### src/rtl/rename_regfile_pkg.sv
// Shared widths and small helpers for the rename register file.
package rename_regfile_pkg;

    localparam int DATA_W = 32;
    localparam int REG_W  = 5;

    // x0 is hard-wired to zero and never renamed.
    function automatic logic is_x0(input logic [REG_W-1:0] idx);
        return idx == '0;
    endfunction

endpackage

### src/rtl/rename_regfile_operand_lookup.sv
// Resolves one source operand: ready value from the register file, a value
// forwarded by the ROB, or the tag of the ROB entry that will produce it.
module rename_regfile_operand_lookup
    import rename_regfile_pkg::*;
#(
    parameter int ROB_W = 4
) (
    input  logic [REG_W-1:0]  idx,
    input  logic              busy,
    input  logic [DATA_W-1:0] value,
    input  logic [ROB_W-1:0]  reg_tag,
    input  logic              fwd_rdy,
    input  logic [DATA_W-1:0] fwd_val,
    output logic              rdy,
    output logic [DATA_W-1:0] val,
    output logic [ROB_W-1:0]  src_tag
);

    assign src_tag = reg_tag;

    // Priority: x0, architectural value, ROB forward, otherwise wait on tag.
    always_comb begin
        rdy = 1'b1;
        val = '0;
        if (is_x0(idx)) begin
            rdy = 1'b1;
            val = '0;
        end else if (!busy) begin
            rdy = 1'b1;
            val = value;
        end else if (fwd_rdy) begin
            rdy = 1'b1;
            val = fwd_val;
        end else begin
            rdy = 1'b0;
            val = '0;
        end
    end

endmodule

### src/rtl/rename_regfile.sv
// Architectural register file with per-register rename state. Issue reads
// two operands and renames its destination; ROB commit retires values and
// clears rename state when the committing tag is still the live mapping;
// a mispredict flush drops every in-flight rename. NREG must not exceed 32.
module rename_regfile
    import rename_regfile_pkg::*;
#(
    parameter int ROB_W = 4,
    parameter int NREG  = 32
) (
    input  logic              clk,
    input  logic              rst,
    input  logic              rdy,
    input  logic              IS_sgn,
    input  logic [REG_W-1:0]  IS_rs1,
    input  logic [REG_W-1:0]  IS_rs2,
    input  logic [REG_W-1:0]  IS_rd,
    output logic              IS_rdy1,
    output logic              IS_rdy2,
    output logic [DATA_W-1:0] IS_val1,
    output logic [DATA_W-1:0] IS_val2,
    output logic [ROB_W-1:0]  IS_tag1,
    output logic [ROB_W-1:0]  IS_tag2,
    input  logic [ROB_W-1:0]  ROB_name,
    output logic [ROB_W-1:0]  REG_ord1,
    output logic [ROB_W-1:0]  REG_ord2,
    input  logic              REG_rdy1,
    input  logic              REG_rdy2,
    input  logic [DATA_W-1:0] REG_val1,
    input  logic [DATA_W-1:0] REG_val2,
    input  logic              REG_commit_sgn,
    input  logic [REG_W-1:0]  REG_commit_dest,
    input  logic [DATA_W-1:0] REG_commit_value,
    input  logic [ROB_W-1:0]  REG_commit_ROB_name,
    input  logic              jp_wrong
);

    logic [DATA_W-1:0] value [NREG];
    logic [ROB_W-1:0]  tag   [NREG];
    logic [NREG-1:0]   busy;

    logic issue_en;
    logic commit_en;
    logic flush_en;

    assign issue_en  = rdy && IS_sgn && !jp_wrong && !is_x0(IS_rd);
    assign commit_en = rdy && REG_commit_sgn && !is_x0(REG_commit_dest);
    assign flush_en  = rdy && jp_wrong;

    // The ROB is asked about whatever tag each source currently maps to.
    assign REG_ord1 = tag[IS_rs1];
    assign REG_ord2 = tag[IS_rs2];

    rename_regfile_operand_lookup #(.ROB_W(ROB_W)) u_lookup1 (
        .idx     (IS_rs1),
        .busy    (busy[IS_rs1]),
        .value   (value[IS_rs1]),
        .reg_tag (tag[IS_rs1]),
        .fwd_rdy (REG_rdy1),
        .fwd_val (REG_val1),
        .rdy     (IS_rdy1),
        .val     (IS_val1),
        .src_tag (IS_tag1)
    );

    rename_regfile_operand_lookup #(.ROB_W(ROB_W)) u_lookup2 (
        .idx     (IS_rs2),
        .busy    (busy[IS_rs2]),
        .value   (value[IS_rs2]),
        .reg_tag (tag[IS_rs2]),
        .fwd_rdy (REG_rdy2),
        .fwd_val (REG_val2),
        .rdy     (IS_rdy2),
        .val     (IS_val2),
        .src_tag (IS_tag2)
    );

    // Register state update: commit value always lands; a new issue to the
    // same register wins busy/tag over a same-cycle commit; flush wins all.
    always_ff @(posedge clk or negedge rst) begin
        if (!rst) begin
            busy <= '0;
            for (int r = 0; r < NREG; r++) begin
                value[r] <= '0;
                tag[r]   <= '0;
            end
        end else if (rdy) begin
            for (int r = 1; r < NREG; r++) begin
                if (commit_en && REG_commit_dest == REG_W'(r)) begin
                    value[r] <= REG_commit_value;
                end
                if (flush_en) begin
                    busy[r] <= 1'b0;
                end else if (issue_en && IS_rd == REG_W'(r)) begin
                    busy[r] <= 1'b1;
                    tag[r]  <= ROB_name;
                end else if (commit_en && REG_commit_dest == REG_W'(r)
                             && tag[r] == REG_commit_ROB_name) begin
                    busy[r] <= 1'b0;
                end
            end
        end
    end

endmodule

### config.mk
export PLATFORM = sky130hd
export DESIGN_NAME = rename_regfile
export DESIGN_NICKNAME = d
export VERILOG_FILES = /design/src/rtl/rename_regfile_pkg.sv /design/src/rtl/rename_regfile_operand_lookup.sv /design/src/rtl/rename_regfile.sv
export SDC_FILE = /design/constraint.sdc
export NUM_CORES = 2
export LEC_CHECK = 0
export BUFFER_PORTS_ARGS = -buffer_cell sky130_fd_sc_hd__buf_2
export CAP_MARGIN = 10
export CORE_ASPECT_RATIO = 1.25
export CORE_UTILIZATION = 25
export CTS_CLUSTER_DIAMETER = 100
export DETAILED_ROUTE_END_ITERATION = 10
export GPL_ROUTABILITY_DRIVEN = 0
export SLEW_MARGIN = 5
export SYNTH_ARGS = -nofsm -noshare
export SYNTH_HDL_FRONTEND = slang
export SYNTH_SLANG_ARGS = --single-unit
### constraint.sdc
create_clock -name clk -period 6.15 [get_ports clk]
set_input_delay 1.23 -clock clk [delete_from_list [all_inputs] [get_ports clk]]
set_output_delay 1.23 -clock clk [all_outputs]
set_load 0.005 [all_outputs]
Word-level counts from Yosys, hierarchy flattened --
Cells that the tools add are included.
Operators by class: bitwise logic cells 3, muxes and demuxes 121, reduce and logical (&&, ||, !) cells 230, equal/unequal tests 93, magnitude comparators 4
Operators with widths (count):
- binary-select mux 32 bit (select 5 bit) | 2
- 2-to-1 mux 32 bit | 10
- == test 5 bit (second input constant) | 32
- == test 4 bit | 31
- AND reduction 2 bit | 62
- 2-to-1 mux 1 bit | 101
- logical AND 1 bit | 99
- AND reduction 3 bit | 31
- nonzero test 3 bit | 31
- == test 5 x 4 -> 1 bit (second input constant) | 16
- binary-select mux 4 bit (select 5 bit) | 2
- == test 5 x 3 -> 1 bit (second input constant) | 8
- == test 5 x 2 -> 1 bit (second input constant) | 4
- zero test 5 bit | 4
- 2-to-1 mux 4 bit | 4
- >= comparator 6 bit (second input constant) | 2
- less-than comparator 5 x 6 -> 1 bit (second input constant) | 2
- inverter 5 -> 6 bit | 2
- binary-select mux 1 bit (select 5 bit) | 2
- == test 5 x 1 -> 1 bit (second input constant) | 2
- zero test 1 bit | 3
- inverter 1 bit | 1
Word-level totals: input port bits 132, output and inout bits 82, register bits 1147, word-level logic and storage cells 544

Longest topological paths before layout --
depth in word-level cells 8, depth in mapped cells 11, mapped depth without buffers 5

By module --
A second synthesis with hierarchy kept.
Unflattened totals: cells, all modules 4753, area, all modules 64535.6 um^2
By module, submodules not included:
- rename_regfile | seq. area each 28702.5 um^2, area an instance 62986.7 um^2, cells an instance 4511, instances 1
- rename_regfile_operand_lookup | seq. area each 0.0 um^2, area an instance 774.5 um^2, cells an instance 121, instances 2

Worst setup path after synthesis --
OpenSTA, ideal clock, no wires.
kind input to output, start point in IS_rs2[0], end point out REG_ord2[0], required time 4920 ps, path buffers 4, arrival 3224 ps, slack 1696 ps, cell stages on the path 7, path through buf_6 > buf_2 > buf_2 > mux4_2 > mux4_2 > mux2_2 > buf_4
Between the ends: word-level cells in the longest chain between the ends 4
RTL lines:
- from (decl) | line rename_regfile.sv:16 | input logic [REG_W-1:0] IS_rs2,
- inverter 5 -> 6 bit
- binary-select mux 4 bit (select 5 bit)
- 2-to-1 mux 4 bit (2 in series)
- to (decl) | line rename_regfile.sv:26 | output logic [ROB_W-1:0] REG_ord2,
No other way between the ends. The select of a mux whose other input is x is not followed.

Final worst setup path --
start point in IS_rs1[4], end point out IS_val1[7]
Between the ends: word-level cells in the longest chain between the ends 6, elaborated cells on any way between the ends 9, those cells by class 7 x mux; 1 x bitwise; 1 x reduce/logical
RTL lines:
- from (decl) | line rename_regfile.sv:15 | input logic [REG_W-1:0] IS_rs1,
- inverter 5 -> 6 bit (not written as such) | line rename_regfile.sv:57 | .value (value[IS_rs1]),
- binary-select mux 32 bit (select 5 bit) | line rename_regfile.sv:57
- 2-to-1 mux 32 bit (not written as such) (2 in series) | line rename_regfile.sv:57
- 2-to-1 mux 32 bit | line rename_regfile_operand_lookup.sv:28 | end else if (!busy) begin
- 2-to-1 mux 32 bit (*) | line rename_regfile_operand_lookup.sv:25 | if (is_x0(idx)) begin
- to (decl) | line rename_regfile.sv:20 | output logic [DATA_W-1:0] IS_val1,
Mark *: on every way between the ends. The rest lies on a longest branch, timed or not. The select of a mux whose other input is x is not followed.

==> results.sh <==
export IMPL_grt_pass1_wl_um=323000
export IMPL_p_leak_nw=32.0
export IMPL_synth_area_per_cell_um2=14.2
export IMPL_via_per_inst=5.33
export IMPL_run_status="finished clean"
export IMPL_finClkSkew_ns=0.0380
export IMPL_io_pins=214
export IMPL_drive_gt1_frac=0.509
export IMPL_area_delta_synth_final_pct=14.7
export IMPL_clock_path_buffers=3
export IMPL_netlist_instances=4527
export IMPL_r2r_end="busy[31]"
export IMPL_post_cts_buffers=0
export IMPL_vias=42800
export IMPL_cts_tree="built"
export IMPL_drc=0
export IMPL_cp_startpoint="IS_rs1[4]"
export IMPL_fp_dieH_um=568
export IMPL_endpoint="IS_val1[7]"
export IMPL_synth_fp_nets=4659
export IMPL_antenna_found_initial=31
export IMPL_worst_slew_pin_slew_ns=1.23
export IMPL_fin_crit_sh=0.906
export IMPL_top_usage_layer="met2"
export IMPL_drt_iter0_drc=3516
export IMPL_maxCapViolations=0
export IMPL_yosysTopAreaCell="dfrtp_1"
export IMPL_first_global_vias=44500
export IMPL_arrival_ns=4.34
export IMPL_met3_usage=0.0263
export IMPL_ff2ff_setup_slack_ns=4.14
export IMPL_cts_clk_slew_worst_paths_ns=0.06
export IMPL_wl_um=222000
export IMPL_cts_root_buf="clkbuf_16"
export IMPL_critPathKind="in2out"
export IMPL_power_mw=20.3
export IMPL_post_drt_wl_per_cell_um=27.6
export IMPL_ys_flop_type="dfrtp_1"
export IMPL_synth_enable_flop_cells=0
export IMPL_finalHoldViolations=0
export IMPL_drv_slew=0
export IMPL_clk_latency_ns=0.77
export IMPL_fp_row_count=207
export IMPL_synthDominantCellAreaShare=0.448
export IMPL_drtAntennaViolNets=0
export IMPL_die_x_um=455
export IMPL_grt_max_degree=183
export IMPL_yosys_warnings=37
export IMPL_multi_input_area_um2=33500
export IMPL_port_buffers=213
export IMPL_synth_async_sr_flop_share=1.00
export IMPL_finalSetupViolations=0
export IMPL_start_kind="input pin"
export IMPL_hold_class="in2async"
export IMPL_rr_startpoint="tag[0]"
export IMPL_regArea_um2=28700
export IMPL_cp_required_ns=4.92
export IMPL_synth_most_common_cell="mux2_2"
export IMPL_grt_util_met1=0.215
export IMPL_cts_resized_gates=0
export IMPL_dpl_hpwl_um=143000
export IMPL_critPathMaxFanout=17
export IMPL_max_vdd_ir_drop_uv=284
export IMPL_syn_area_um2=64100
export IMPL_use_met2=0.280
export IMPL_core_um2=255000
export IMPL_grt_ovfl_total=0
export IMPL_cts_hold_buf=0
export IMPL_final_nets=4723
export IMPL_dr_pass1_iters=6
export IMPL_layout_min_cycle_time_ns=5.57
export IMPL_r2r_cells=5
export IMPL_setup_tns_ns=0
export IMPL_cts_max_level=3
export IMPL_rsz0062_at_grt="false"
export IMPL_clock_sinks=1147
export IMPL_design_area_um2=73500
export IMPL_ys_ff_latch=1147
export IMPL_cts_inserted_buffers=114
export IMPL_power_density_nw_per_um2=276
export IMPL_synth_cell_types=46
export IMPL_synth_commonest_cells="1210 x mux2_2, 1147 x dfrtp_1, 502 x mux4_2"
export IMPL_slew_headroom=0.180
export IMPL_max_freq_ghz=0.180
export IMPL_netlist_top_cells_area="dfrtp_1 45%, mux2_2 21%, mux4_2 18%"
export IMPL_start_util=0.252
export IMPL_die_area_um2=258000
export IMPL_endpoint_kind="primary output"
export IMPL_placed_cell_area_um2=69600
export IMPL_grt_use_total=0.169
export IMPL_final_fill_count=25600
export IMPL_seq_area_frac_synth=0.448
[per-stage QoR]
step	setup slack [ns]	instances	hold WS, ns	util
after global placement	0.548	7819	0.498	0.273
final	0.579	8036	0.455	0.289
after detailed placement	0.572	7819	0.510	0.273
after global routing	0.456	8032	0.478	0.289
after floorplan	1.70	4527	0.461	-
after CTS	0.568	8027	0.434	0.289
[logic make-up after synthesis]
logic type | after synthesis | synth area share
AND/OR/NAND/NOR | 381 | 0.0277
multiplexers | 1971 | 0.429
AO/OA/AOI/OAI | 413 | 0.0444
flip-flops | 1147 | 0.448
buffers and inverters | 491 | 0.0335
XOR/XNOR | 124 | 0.0169
[worst max-delay path: stages]
cell and delay [ns]:
buf_2 0.65, or2_2 0.80, buf_4 0.35, o21ai_0 0.13, a211oi_1 0.65, buf_4 0.25, mux2i_1 0.06, buf_2 0.13
[sequential cells by signal, indices dropped and copies added, names as in the netlist]
signal and count:
value 992, busy 31, tag 124
[cell usage in the layout (no fill, tap or decap), types with 32 or more instances in the layout]
master / instances
a21oi_1: 57
a221oi_1: 64
a22o_1: 35
buf_12: 32
buf_2: 203
buf_4: 193
clkbuf_16: 114
dfrtp_1: 1147
mux2_2: 1209
mux2i_1: 259
mux4_2: 502
nand2_1: 169
nor2_1: 43
o21ai_0: 115
o22ai_1: 38
xor2_1: 108
[worst min path at each step]
stage | from | to | slack, ns | cells after the start
finish | rst | value[681] | 0.45 | 1
global route | rst | value[681] | 0.48 | 1
CTS | rst | value[713] | 0.43 | 1
detailed placement | value[509] | value[509] | 0.51 | 1
global placement | busy[28] | busy[28] | 0.50 | 1
floorplan | busy[28] | busy[28] | 0.46 | 1
[report_power, final]
group / leakage [nW] / internal [mW] / switching (mW)
clock network: 1.92 / 4.18 / 3.20
registers: 15.3 / 8.48 / 0.737
logic: 14.8 / 2.00 / 1.67
[layer usage]
layer | vias to the layer above | share of wire
met5 | - | 0.00049
li1 | 17400 | -
met3 | 492 | 0.061
met4 | 16 | 0.048
met2 | 1707 | 0.49
met1 | 23200 | 0.40
[layout make-up]
type / count / area share
Antenna cell: 9 / 0.000306
Clock inverter: 48 / 0.00888
Multi-Input combinational cell: 2889 / 0.455
Inverter: 3 / 0.000221
Tap cell: 3344 / 0.0569
Clock buffer: 160 / 0.0444
Timing Repair Buffer: 436 / 0.0437
Sequential cell: 1147 / 0.390
Note: power is estimated with default switching activity, not from simulation.
